--- config.mk ---
export PLATFORM = sky130hd
export DESIGN_NAME = vga_timing_gen
export DESIGN_NICKNAME = d
export VERILOG_FILES = /design/src/rtl/vga_timing_pkg.sv /design/src/rtl/vga_delay_line.sv /design/src/rtl/vga_timing_gen.sv
export SDC_FILE = /design/constraint.sdc
export NUM_CORES = 1
export LEC_CHECK = 0
export CAP_MARGIN = 20
export CORE_ASPECT_RATIO = 0.8
export CORE_MARGIN = 2
export CORE_UTILIZATION = 50
export DETAILED_ROUTE_END_ITERATION = 7
export GPL_TIMING_DRIVEN = 0
export PLACE_DENSITY_LB_ADDON = 0.3
export REMOVE_ABC_BUFFERS = 1
export SYNTH_ARGS = -nofsm -noshare
export SYNTH_HDL_FRONTEND = slang
export SYNTH_SLANG_ARGS = --single-unit
--- constraint.sdc ---
create_clock -name i_Clk -period 3 [get_ports i_Clk]
set_clock_uncertainty 0.1 [all_clocks]
set_input_delay 0.6 -clock i_Clk [delete_from_list [all_inputs] [get_ports i_Clk]]
set_output_delay 0.6 -clock i_Clk [all_outputs]
set_load 0.01 [all_outputs]
--- src/rtl/vga_timing_pkg.sv ---
`default_nettype none
// ============================================================================
//  Module   : vga_timing_pkg
//  Purpose  : Shared constants, helpers and types for the VGA raster timing
//             generator. Holds the 640x480@60 default geometry, a helper that
//             sums the four timing terms into a total line/frame length, and
//             the packed bundle of decoded single-bit timing flags.
//  Ports    : none (package)
//  Revision : 1.0  initial release
// ============================================================================
package vga_timing_pkg;

  // 640x480@60 reference geometry (pixels / lines)
  localparam int unsigned c_H_DISPLAY     = 640;
  localparam int unsigned c_H_FRONT_PORCH = 16;
  localparam int unsigned c_H_SYNC        = 96;
  localparam int unsigned c_H_BACK_PORCH  = 48;
  localparam int unsigned c_V_DISPLAY     = 480;
  localparam int unsigned c_V_FRONT_PORCH = 10;
  localparam int unsigned c_V_SYNC        = 2;
  localparam int unsigned c_V_BACK_PORCH  = 33;

  // Total period of one axis (HMAX or VMAX) from its four terms.
  function automatic int unsigned timing_total(input int unsigned display,
                                               input int unsigned front_porch,
                                               input int unsigned sync,
                                               input int unsigned back_porch);
    return display + front_porch + sync + back_porch;
  endfunction

  // Decoded single-bit timing flags; coordinates travel alongside them.
  typedef struct packed {
    logic hsync;
    logic vsync;
    logic video_on;
    logic line_start;
    logic frame_start;
  } timing_flags_t;

endpackage
`default_nettype wire

--- src/rtl/vga_delay_line.sv ---
`default_nettype none
// ============================================================================
//  Module   : vga_delay_line
//  Purpose  : DEPTH-stage register chain with an individual enable per stage
//             and a per-bit reset value. Used to delay the decoded timing
//             bundle so that every output arrives on the same tick.
//  Ports    : clk_i   - clock
//             rst_i   - synchronous active-high reset (loads RESET_VAL)
//             en_i    - one enable bit per stage; a stage holds when low
//             data_i  - input word
//             data_o  - word after DEPTH enabled advances
//  Revision : 1.0  initial release
// ============================================================================
module vga_delay_line #(
  parameter int unsigned      WIDTH     = 1,
  parameter int unsigned      DEPTH     = 1,
  parameter logic [WIDTH-1:0] RESET_VAL = '0
) (
  input  logic             clk_i,
  input  logic             rst_i,
  input  logic [DEPTH-1:0] en_i,
  input  logic [WIDTH-1:0] data_i,
  output logic [WIDTH-1:0] data_o
);

  logic [WIDTH-1:0] stage_q [DEPTH];

  for (genvar s = 0; s < DEPTH; s++) begin : g_stage
    logic [WIDTH-1:0] w_stage_in;

    if (s == 0) begin : g_head
      assign w_stage_in = data_i;
    end else begin : g_body
      assign w_stage_in = stage_q[s-1];
    end

    always_ff @(posedge clk_i) begin
      if (rst_i) begin
        stage_q[s] <= RESET_VAL;
      end else if (en_i[s]) begin
        stage_q[s] <= w_stage_in;
      end
    end
  end

  assign data_o = stage_q[DEPTH-1];

endmodule
`default_nettype wire

--- src/rtl/vga_timing_gen.sv ---
`default_nettype none
// ============================================================================
//  Module   : vga_timing_gen
//  Purpose  : Parametrised VGA raster timing generator. Owns the horizontal
//             and vertical pixel counters, decodes sync / video-enable /
//             line and frame strobes from them and registers the whole set
//             through a PIPE_STAGES deep aligned output pipeline.
//  Ports    : i_Clk         - system clock
//             i_Reset       - synchronous active-high reset
//             i_Pix_En      - pixel tick; counters and pipeline advance on 1
//             o_hsync       - horizontal sync, active at HSYNC_POL
//             o_vsync       - vertical sync, active at VSYNC_POL
//             o_video_on    - inside the visible area
//             o_x, o_y      - raster coordinates
//             o_line_start  - tick where o_x == 0
//             o_frame_start - tick where o_x == 0 and o_y == 0
//  Revision : 1.0  initial release
// ============================================================================
module vga_timing_gen
  import vga_timing_pkg::*;
#(
  parameter int unsigned H_DISPLAY     = c_H_DISPLAY,
  parameter int unsigned H_FRONT_PORCH = c_H_FRONT_PORCH,
  parameter int unsigned H_SYNC        = c_H_SYNC,
  parameter int unsigned H_BACK_PORCH  = c_H_BACK_PORCH,
  parameter int unsigned V_DISPLAY     = c_V_DISPLAY,
  parameter int unsigned V_FRONT_PORCH = c_V_FRONT_PORCH,
  parameter int unsigned V_SYNC        = c_V_SYNC,
  parameter int unsigned V_BACK_PORCH  = c_V_BACK_PORCH,
  parameter bit          HSYNC_POL     = 1'b0,
  parameter bit          VSYNC_POL     = 1'b0,
  parameter int unsigned PIPE_STAGES   = 1,
  localparam int unsigned HMAX = timing_total(H_DISPLAY, H_FRONT_PORCH, H_SYNC, H_BACK_PORCH),
  localparam int unsigned VMAX = timing_total(V_DISPLAY, V_FRONT_PORCH, V_SYNC, V_BACK_PORCH),
  localparam int unsigned HW   = $clog2(HMAX),
  localparam int unsigned VW   = $clog2(VMAX)
) (
  input  logic          i_Clk,
  input  logic          i_Reset,
  input  logic          i_Pix_En,
  output logic          o_hsync,
  output logic          o_vsync,
  output logic          o_video_on,
  output logic [HW-1:0] o_x,
  output logic [VW-1:0] o_y,
  output logic          o_line_start,
  output logic          o_frame_start
);

  // ---------------------------------------------------------------------------
  // Elaboration-time parameter checks
  // ---------------------------------------------------------------------------
  if (PIPE_STAGES < 1 || PIPE_STAGES > 4) begin : g_bad_pipe
    $error("vga_timing_gen: PIPE_STAGES must be in 1..4");
  end
  if (H_FRONT_PORCH == 0 || H_SYNC == 0 || H_BACK_PORCH == 0 ||
      V_FRONT_PORCH == 0 || V_SYNC == 0 || V_BACK_PORCH == 0) begin : g_bad_geom
    $error("vga_timing_gen: porch and sync widths must be non-zero");
  end

  // Full-width compare constants; all are below HMAX / VMAX so they fit.
  localparam logic [HW-1:0] c_H_LAST     = HW'(HMAX - 1);
  localparam logic [VW-1:0] c_V_LAST     = VW'(VMAX - 1);
  localparam logic [HW-1:0] c_H_DISP     = HW'(H_DISPLAY);
  localparam logic [VW-1:0] c_V_DISP     = VW'(V_DISPLAY);
  localparam logic [HW-1:0] c_HS_START   = HW'(H_DISPLAY + H_FRONT_PORCH);
  localparam logic [HW-1:0] c_HS_END     = HW'(H_DISPLAY + H_FRONT_PORCH + H_SYNC);
  localparam logic [VW-1:0] c_VS_START   = VW'(V_DISPLAY + V_FRONT_PORCH);
  localparam logic [VW-1:0] c_VS_END     = VW'(V_DISPLAY + V_FRONT_PORCH + V_SYNC);

  localparam int unsigned c_PW = $bits(timing_flags_t) + HW + VW;

  localparam timing_flags_t c_IDLE_FLAGS = '{
    hsync:       ~HSYNC_POL,
    vsync:       ~VSYNC_POL,
    video_on:    1'b0,
    line_start:  1'b0,
    frame_start: 1'b0
  };
  localparam logic [c_PW-1:0] c_IDLE = {c_IDLE_FLAGS, {HW{1'b0}}, {VW{1'b0}}};

  // ---------------------------------------------------------------------------
  // Raster counters
  // ---------------------------------------------------------------------------
  logic [HW-1:0] h_q, h_d;
  logic [VW-1:0] v_q, v_d;

  always_comb begin
    h_d = h_q;
    v_d = v_q;
    if (i_Pix_En) begin
      if (h_q == c_H_LAST) begin
        h_d = '0;
        // v only moves on the h wrap, so the corner wrap lands on (0,0)
        v_d = (v_q == c_V_LAST) ? '0 : v_q + 1'b1;
      end else begin
        h_d = h_q + 1'b1;
      end
    end
  end

  always_ff @(posedge i_Clk) begin
    if (i_Reset) begin
      h_q <= '0;
      v_q <= '0;
    end else begin
      h_q <= h_d;
      v_q <= v_d;
    end
  end

  // ---------------------------------------------------------------------------
  // Decode of the current counter position
  // ---------------------------------------------------------------------------
  timing_flags_t w_flags;

  always_comb begin
    w_flags             = c_IDLE_FLAGS;
    w_flags.hsync       = (h_q >= c_HS_START && h_q < c_HS_END) ? HSYNC_POL : ~HSYNC_POL;
    w_flags.vsync       = (v_q >= c_VS_START && v_q < c_VS_END) ? VSYNC_POL : ~VSYNC_POL;
    w_flags.video_on    = (h_q < c_H_DISP) && (v_q < c_V_DISP);
    w_flags.line_start  = (h_q == '0);
    w_flags.frame_start = (h_q == '0) && (v_q == '0);
  end

  // ---------------------------------------------------------------------------
  // Aligned output pipeline; flags and coordinates share one word so they
  // cannot drift apart.
  // ---------------------------------------------------------------------------
  logic [c_PW-1:0] w_pipe_in;
  logic [c_PW-1:0] w_pipe_out;
  timing_flags_t   w_out_flags;

  assign w_pipe_in = {w_flags, h_q, v_q};

  vga_delay_line #(
    .WIDTH     (c_PW),
    .DEPTH     (PIPE_STAGES),
    .RESET_VAL (c_IDLE)
  ) u_pipe (
    .clk_i  (i_Clk),
    .rst_i  (i_Reset),
    .en_i   ({PIPE_STAGES{i_Pix_En}}),
    .data_i (w_pipe_in),
    .data_o (w_pipe_out)
  );

  assign {w_out_flags, o_x, o_y} = w_pipe_out;

  assign o_hsync       = w_out_flags.hsync;
  assign o_vsync       = w_out_flags.vsync;
  assign o_video_on    = w_out_flags.video_on;
  assign o_line_start  = w_out_flags.line_start;
  assign o_frame_start = w_out_flags.frame_start;

endmodule
`default_nettype wire

# [Word-level counts from Yosys, hierarchy flattened]
# Memory sizes are Yosys's and may differ from the RTL's.
# Cells that the tools add are included.
[word_totals] wordCells=32 memories=1 ramBits=25 input_bits=3 reg_bits=20 out_inout_bits=25
[memory_table] name="u_pipe.stage_q" words=1 width=25 read_ports=1 rd_clocked_by_memory_dff=0 write_ports=1 line="vga_delay_line.sv:26" source="logic [WIDTH-1:0] stage_q [DEPTH];"
[classes] magnitude_cmp=6 add_sub_neg=2 muxes=11 reduce_logical=8 eq_ne=2
[ops] op="25-bit 2-to-1 mux" count=1
[ops] op="25-bit OR reduction" count=1
[ops] op="10-bit by 1-bit adder with 10-bit output (second input constant)" count=2
[ops] op="10-bit == test (second input constant)" count=2
[ops] op="10-bit zero test" count=2
[ops] op="10-bit less-than comparator (second input constant)" count=2
[ops] op="10-bit by 9-bit less-than comparator with 1-bit output (second input constant)" count=2
[ops] op="10-bit 2-to-1 mux" count=2
[ops] op="10-bit greater-or-equal comparator (second input constant)" count=1
[ops] op="10-bit by 9-bit greater-or-equal comparator with 1-bit output (second input constant)" count=1
[ops] op="1-bit 2-to-1 mux" count=8
[ops] op="1-bit logical AND" count=4
[ops] op="2-bit AND reduction" count=1

# [Logic depth before layout (Yosys ltp)]
# Gate-level depths: netlist of the first run.
[logic_depth] depth_word=5 ltp_mapped=6

# [Modules after synthesis]
# Synthesis of the first run repeated with hierarchy kept, for this count alone.
[hier_totals] hier_cells=190 hier_area_um2=2174.6
[by_module_without_submodules] mod="vga_timing_gen" area_per_inst_um2=1149.9 instances=1 cells_each=135
[by_module_without_submodules] mod="vga_delay_line" area_per_inst_um2=1024.7 instances=1 cells_each=55

# [Worst setup path before layout of the first run]
# OpenSTA, ideal clock, no wires.
[synth_timing] path_type="register to register" from="reg h_q[1]" to="reg v_q[4]" setup_ps=71 arrival_time_ps=1774 period_less_slack_ps=1945 path_buffers=0 path_stages_with_launch=6 path_slack_ps=1055 path_cell_list="dfxtp_1 > ha_1 > nand4_4 > or3_4 > or4b_1 > a21oi_1"
[synth_between] elab_chain_cells=2
[synth_rtl] item="start: declaration" line="vga_timing_gen.sv:85" source="logic [HW-1:0] h_q, h_d;"
[synth_rtl] item="start signal: assignment" line="vga_timing_gen.sv:104" source="h_q <= '0;"
[synth_rtl] item="start signal: assignment" line="vga_timing_gen.sv:107" source="h_q <= h_d;"
[synth_rtl] item="10-bit == test" line="vga_timing_gen.sv:92" source="if (h_q == c_H_LAST) begin"
[synth_rtl] item="2-bit AND reduction (no source line)"
[synth_rtl] item="end signal: assignment" line="vga_timing_gen.sv:108" source="v_q <= v_d;"
[synth_rtl] item="end: declaration" line="vga_timing_gen.sv:86" source="logic [VW-1:0] v_q, v_d;"
# Every way passes these cells.
# A chain may end at the register's enable or synchronous reset.

# [Worst setup path after layout of the first run]
[layout_timing] from="in i_Reset" to="mem u_pipe.stage_q[0][23] (netlist bit), data pin"
[layout_between] elab_chain_cells=4
[layout_rtl] item="start: declaration" line="vga_timing_gen.sv:39" source="input logic i_Reset,"
[layout_rtl] item="1-bit 2-to-1 mux" line="vga_delay_line.sv:38" source="if (rst_i) begin"
[layout_rtl] item="1-bit 2-to-1 mux (not written as such)" line="vga_delay_line.sv:41" source="stage_q[s] <= w_stage_in;"
[layout_rtl] item="25-bit OR reduction (no source line)"
[layout_rtl] item="25-bit 2-to-1 mux (no source line)"
[layout_rtl] item="end: declaration" line="vga_delay_line.sv:26"
# Every way passes these cells.

==> key figures, run 1 <==
Pwr
  – Seq pwr share: 0.605
  – Clock Power Share: 0.327
  – Peak supply drop: 0.298 mV
  – Combinational share of power: 0.068
  – Lkg Pwr: 0.877 nW
  – Sw Share: 0.220
  – Switching pwr: 0.246 mW
  – Cell area power density: 461 nW/um2
  – Cell internal pwr: 0.874 mW

Cells and area
  – P&R area growth vs syn: 19.7%
  – Fillers: 326
  – # nets final: 214
  – Share of cells above drive strength 1: 0.0821
  – Inserted Diodes: 0
  – Commonest cells after routing, fill and taps aside: clkdlybuf4s50_1 (27), edfxtp_1 (25), dfxtp_1 (20)
  – Sequential Area: 1150 um2
  – Commonest non-fill, non-tap cell in the layout: clkdlybuf4s50_1
  – Multi-input gate area: 830 um2
  – Final instance area: 2430 um2

CTS
  – Sink Count: 45
  – TritonCTS clock tree: yes
  – CTS Buffer Depth: 2
  – Clk slew on worst S/H paths: 0.09 ns
  – CTS buffer count: 5
  – # H-tree levels: 2
  – Clock Root Buffer: clkbuf_8
  – Hold buffer count at CTS: 0
  – Clock Latency Late Sink: 0.30 ns

Floorplan
  – Die H: 61 um
  – Die Wd: 75.3 um
  – Rows: 20
  – Core area: 3850 um2
  – Die area: 4590 um2
  – Starting density of the core: 0.527
  – I/O pins: 28

Routing
  – Post-DR vias/cell: 5.41
  – WL per Instance: 14.2 um
  – Post-route ant nets: 0
  – Routed vias: 1418
  – Post-route DRC violation count: 0
  – Initial DRC Count: 96
  – Drt total wl: 3720 um
  – First drt pass iteration count: 4

Logic synthesis
  – Syn avg cell area: 11.3 um2
  – #FFs+latches synth: 45
  – Yosys top cell area share: 0.370
  – Yosys cell types: 42
  – Post-synthesis cell count: 179
  – Number of synthesized flops with an enable pin: 25
  – Mapped Area: 2030 um2
  – Main flop type after synthesis: edfxtp_1
  – Post-synthesis async set-or-reset flop share: 0
  – Synth Warn #: 0
  – Largest area contributor in the netlist: edfxtp_1
  – Sequential share of the synthesized area: 0.567
  – Ranking of synthesized cells by area: edfxtp_1 (37%), dfxtp_1 (20%), and2_1 (5.9%)

Global routing
  – Initial antenna violation count: 0
  – GR Util All Layers: 0.190
  – Largest net degree at the start of global routing: 27
  – Congestion Overflow GR: 0
  – Vias in the first global route: 1378
  – First-pass GRT wire length: 6390 um

Worst setup path
  – CP Data Required Time: 2.95 ns
  – Critical Path Max Stage Delay: 0.70 ns
  – Crit Path Class: input pin to flop
  – Worst setup SP type: input pin
  – Worst path bufs/invs: 1
  – CP endpoint kind: flop
  – Maximum fanout along the worst path: 24
  – Crit path max-delay family: simple AND/OR/NAND/NOR gates
  – Slowest CP cell: clkdlybuf4s50_1
  – CP cell instances: clkdlybuf4s50_1, nor2b_2, and2_1, o211ai_1, or3_1
  – Critical Path AT: 2.63 ns

Placement
  – Gpl congestion: 0.872
  – PortBufs: 27
  – Placed Area: 2340 um2
  – Final HPWL from detailed placement: 2730 um
  – DP Worst Slack: -0.365 ns

Run status
  – Status: complete, no violations

STA
  – WHS: 0.449 ns
  – Period Utilization, post-route: 0.894
  – Post-route setup slack: 0.317 ns
  – Fmax: 0.373 GHz
  – Final slew viol count: 0
  – RSZ-0062 raised after global routing: no
  – Tmin final: 2.68 ns
  – Setup violators final: 0
  – Relative slew slack: 0.390
  – Least-Margin Pin Slew: 0.914 ns
  – Hold Vio Cnt, Final: 0

Run
  – Max-cap viol count: 0

Worst hold path
  – Hold crit path type: flop to flop
through the flow:
stage | total power [mW] | instances | util | TNS (ns)
after floorplan | 0.720 | 172 | - | 0
after global placement | 0.765 | 254 | 0.607 | -0.365
after detailed placement | 0.769 | 254 | 0.607 | -0.678
after CTS | 1.13 | 262 | 0.631 | 0
after global routing | 1.16 | 262 | 0.631 | 0
final | 1.12 | 262 | 0.631 | 0
worst register-to-register path, cell delays in order (launching register included):
cell     delay (ns)
dfxtp_1        0.40
ha_1           0.28
nand4_4        0.17
or3_4          0.45
or4b_1         0.51
a21oi_1        0.16
power groups by stage:
stage                     logic, mW  clock network (mW)  registers (mW)
after floorplan              0.0178                   0           0.702
after global placement       0.0749                   0           0.690
after detailed placement     0.0772                   0           0.692
after CTS                    0.0777               0.373           0.677
after global routing         0.0833               0.401           0.680
final                        0.0763               0.366           0.677
layout make-up:
type	instances	area share
repair buffers	27	0.111
clock buffers	6	0.0299
clock inverters	2	0.00618
flip-flops and latches	45	0.474
well taps	55	0.0283
multi-input cells	121	0.341
inverters	6	0.00927
final timing paths:
check / startpoint / endpoint / slack (ns) / cells after the start
max reg2reg: h_q[1] / v_q[4] / 0.85 / 5
max: i_Reset / u_pipe.stage_q[0][23] / 0.32 / 5
min reg2reg: v_q[8] / v_q[8] / 0.45 / 2
min: v_q[8] / v_q[8] / 0.45 / 2
per-layer routing:
layer,GRT usage,vias up,share of wire,wire length (um)
met4,0.0777,0,0.015,54
met5,0,-,0,0
li1,-,699,-,-
met2,0.284,38,0.45,1680
met3,0.0515,5,0.042,158
met1,0.263,676,0.49,1830
registers in the layout (all words and copies together) (netlist names):
signal	flops
u_pipe.stage_q	25
h_q	10
v_q	10
what timing repair did:
action                                  in CTS  in global routing
gates resized for setup                      1                  0
buffers inserted                             0                  0
endpoints found under the setup margin       1                  0
cells by family after synthesis:
family          count (synthesis)  synth area share
simple gates                   90             0.283
mux                             1           0.00493
buf+inv                        13            0.0259
xor+xnor                       12            0.0518
flops                          45             0.567
fa+ha+maj                       5            0.0308
compound gates                 13            0.0370
synthesized netlist by cell type, drive strengths merged, types with 2 or more instances:
library cell   n
edfxtp        25
and2          20
dfxtp         20
nor2          13
nand3         10
nand2          7
nor3           7
xor2           7
inv            6
a21oi          5
clkbuf         5
ha             5
nor4           5
o21ai          5
or3            5
xnor2          5
and4           4
nand4          4
and3           3
buf            2
nand4b         2
nor2b          2
(Power assumes the default switching activity.)
==> run 2: changes to the inputs <==
CORE_MARGIN = unset   (was 2)
SKIP_LAST_GASP = 1   (was unset)
==> key figures, run 2 (synthesized netlist as in run 1, its figures left out) <==
Floorplan
  – Core area: 3850 um2 (unchanged)
  – Die area: 4320 um2 (-5.8%)
  – Die H: 59 um (-3.3%)
  – Rows: 20 (unchanged)
  – I/O pins: 28 (unchanged)
  – Starting density of the core: 0.527 (unchanged)
  – Die Wd: 73.3 um (-2.7%)

CTS
  – CTS buffer count: 5 (unchanged)
  – Clk slew on worst S/H paths: 0.09 ns (about the same)
  – # H-tree levels: 2 (unchanged)
  – Post_cts resized: 0 (-1)
  – CTS Buffer Depth: 2 (unchanged)
  – Clock Latency Late Sink: 0.30 ns (about the same)
  – Hold buffer count at CTS: 0 (unchanged)
  – Sink Count: 45 (unchanged)
  – TritonCTS clock tree: yes
  – # Post-CTS Setup Buffers: 0 (unchanged)
  – Clock Root Buffer: clkbuf_8

Worst setup path
  – CP endpoint kind: flop
  – Slowest CP cell: clkdlybuf4s50_1
  – CP Launch Point: i_Reset
  – R2R Path Start: h_q[1]
  – Maximum fanout along the worst path: 20 (-17%)
  – Worst setup SP type: input pin
  – CP cell instances: clkdlybuf4s50_1, nor2b_1, buf_4, and2_1, o211ai_1, or3_1
  – Critical Path Max Stage Delay: 0.67 ns (-0.03 ns)
  – Crit Path Class: input pin to flop
  – Critical Path AT: 2.45 ns (-0.18 ns)
  – CP Data Required Time: 2.96 ns (about the same)

Cells and area
  – Commonest cells after routing, fill and taps aside: clkdlybuf4s50_1 (27), edfxtp_1 (25), dfxtp_1 (20)
  – # nets final: 215 (+0.47%)
  – Post-route insts no fill: 263 (+0.38%)
  – P&R area growth vs syn: 21.1%
  – Max FFs per register: 25 (unchanged)
  – Inserted Diodes: 0 (unchanged)
  – Biggest regs: u_pipe.stage_q x25, h_q x10, v_q x10
  – Share of cells above drive strength 1: 0.0817 (-0.000395)
  – Top reg by flops: u_pipe.stage_q
  – Post-layout util: 0.638 (+0.00747)
  – Commonest non-fill, non-tap cell in the layout: clkdlybuf4s50_1

Routing
  – WL per Instance: 13.9 um (-1.9%)
  – Post-route ant nets: 0 (unchanged)
  – First drt pass iteration count: 4 (unchanged)
  – Drt total wl: 3660 um (-1.5%)
  – Post-DR vias/cell: 5.28 (-2.4%)
  – Post-route DRC violation count: 0 (unchanged)
  – Initial DRC Count: 79 (-18%)
  – Routed vias: 1389 (-2.0%)

STA
  – Setup violators final: 0 (unchanged)
  – Least-Margin Pin Slew: 0.925 ns (+0.0119 ns)
  – Final slew viol count: 0 (unchanged)
  – Hold Vio Cnt, Final: 0 (unchanged)
  – Tmin final: 2.49 ns (-0.190 ns)
  – RSZ-0062 raised after global routing: no
  – Relative slew slack: 0.382 (-0.00792)
  – Period Utilization, post-route: 0.831 (-0.0633)
  – WHS: 0.418 ns (-0.0316 ns)
  – Fmax: 0.401 GHz (+7.6%)

Placement
  – Dpl cells: 254 (unchanged)
  – PortBufs: 27 (unchanged)
  – Gpl congestion: 0.853 (-2.2%)
  – Final HPWL from detailed placement: 2570 um (-5.9%)

Global routing
  – Initial antenna violation count: 0 (unchanged)
  – Vias in the first global route: 1245 (-9.7%)
  – First-pass GRT wire length: 5970 um (-6.6%)
  – Congestion Overflow GR: 0 (unchanged)
  – Largest net degree at the start of global routing: 27 (unchanged)
  – GR Util All Layers: 0.186 (-0.00401)

Pwr
  – Cell area power density: 494 nW/um2 (+7.2%)
  – Lkg Pwr: 0.899 nW (+2.5%)
  – Peak supply drop: 0.205 mV (-31%)
  – Total power: 1.21 mW (+8.4%)

Run status
  – Status: complete, no violations

Worst hold path
  – Hold crit path type: flop to flop
  – Hold_sp: v_q[7]

Run
  – Max-cap viol count: 0 (unchanged)
==> run 2: changes by cell type in the layout (fill, tap and decap cells not counted) <==
cell / delta
clkinvlp_4: -2
clkinv_4: +1
nor2b_2: -1
buf_4: +1
nor2b_1: +1
bufinv_16: +1
==> run 2: critical path, delay by kind of cell <==
kind / cells / cell delay [ns]
buf+inv: 2 / 0.93
compound gates: 1 / 0.08
simple gates: 3 / 0.83
==> run 2: where the power goes <==
group / total (mW) / internal (mW) / switching (mW)
Clock: 0.461 / 0.250 / 0.211
Sequential: 0.677 / 0.670 / 0.00709
Combinational: 0.0764 / 0.0403 / 0.0361
Total: 1.21 / 0.960 / 0.254
==> run 2: layout make-up <==
type	instances	area (um2)
tap	55	68.8
sequential	45	1150
clock inverter	2	38.8
timing repair buffer	28	278
inverter	6	22.5
fill	329	1400
clock buffer	6	72.6
multi-input combinational	121	827
==> run 2: path summary, 6_finish.rpt <==
path                            to  slack (ns)  cells after the start
max reg2reg                 v_q[4]        0.85                      5
min                         v_q[7]        0.42                      2
min reg2reg                 v_q[7]        0.42                      2
max          u_pipe.stage_q[0][23]        0.51                      6
==> run 2: routing by layer <==
| layer | part of all wire | track usage | routed length (um) | up-vias |
|---|---|---|---|---|
| met5 | 0 | 0 | 0 | - |
| met4 | 0.011 | 0.0812 | 40 | 0 |
| met3 | 0.051 | 0.0459 | 187 | 4 |
| met2 | 0.44 | 0.274 | 1620 | 41 |
| met1 | 0.50 | 0.261 | 1820 | 646 |
| li1 | - | - | - | 698 |
==> run 2: metrics by stage <==
stage	setup WS (ns)	setup TNS [ns]	instance area, um2
6_report	0.507	0	2460
4_1_cts	0.0460	0	2450
2_1_floorplan	0.862	0	2000
5_1_grt	0.296	0	2460
3_5_place_dp	-0.274	-0.449	2340
3_3_place_gp	-0.243	-0.339	2340
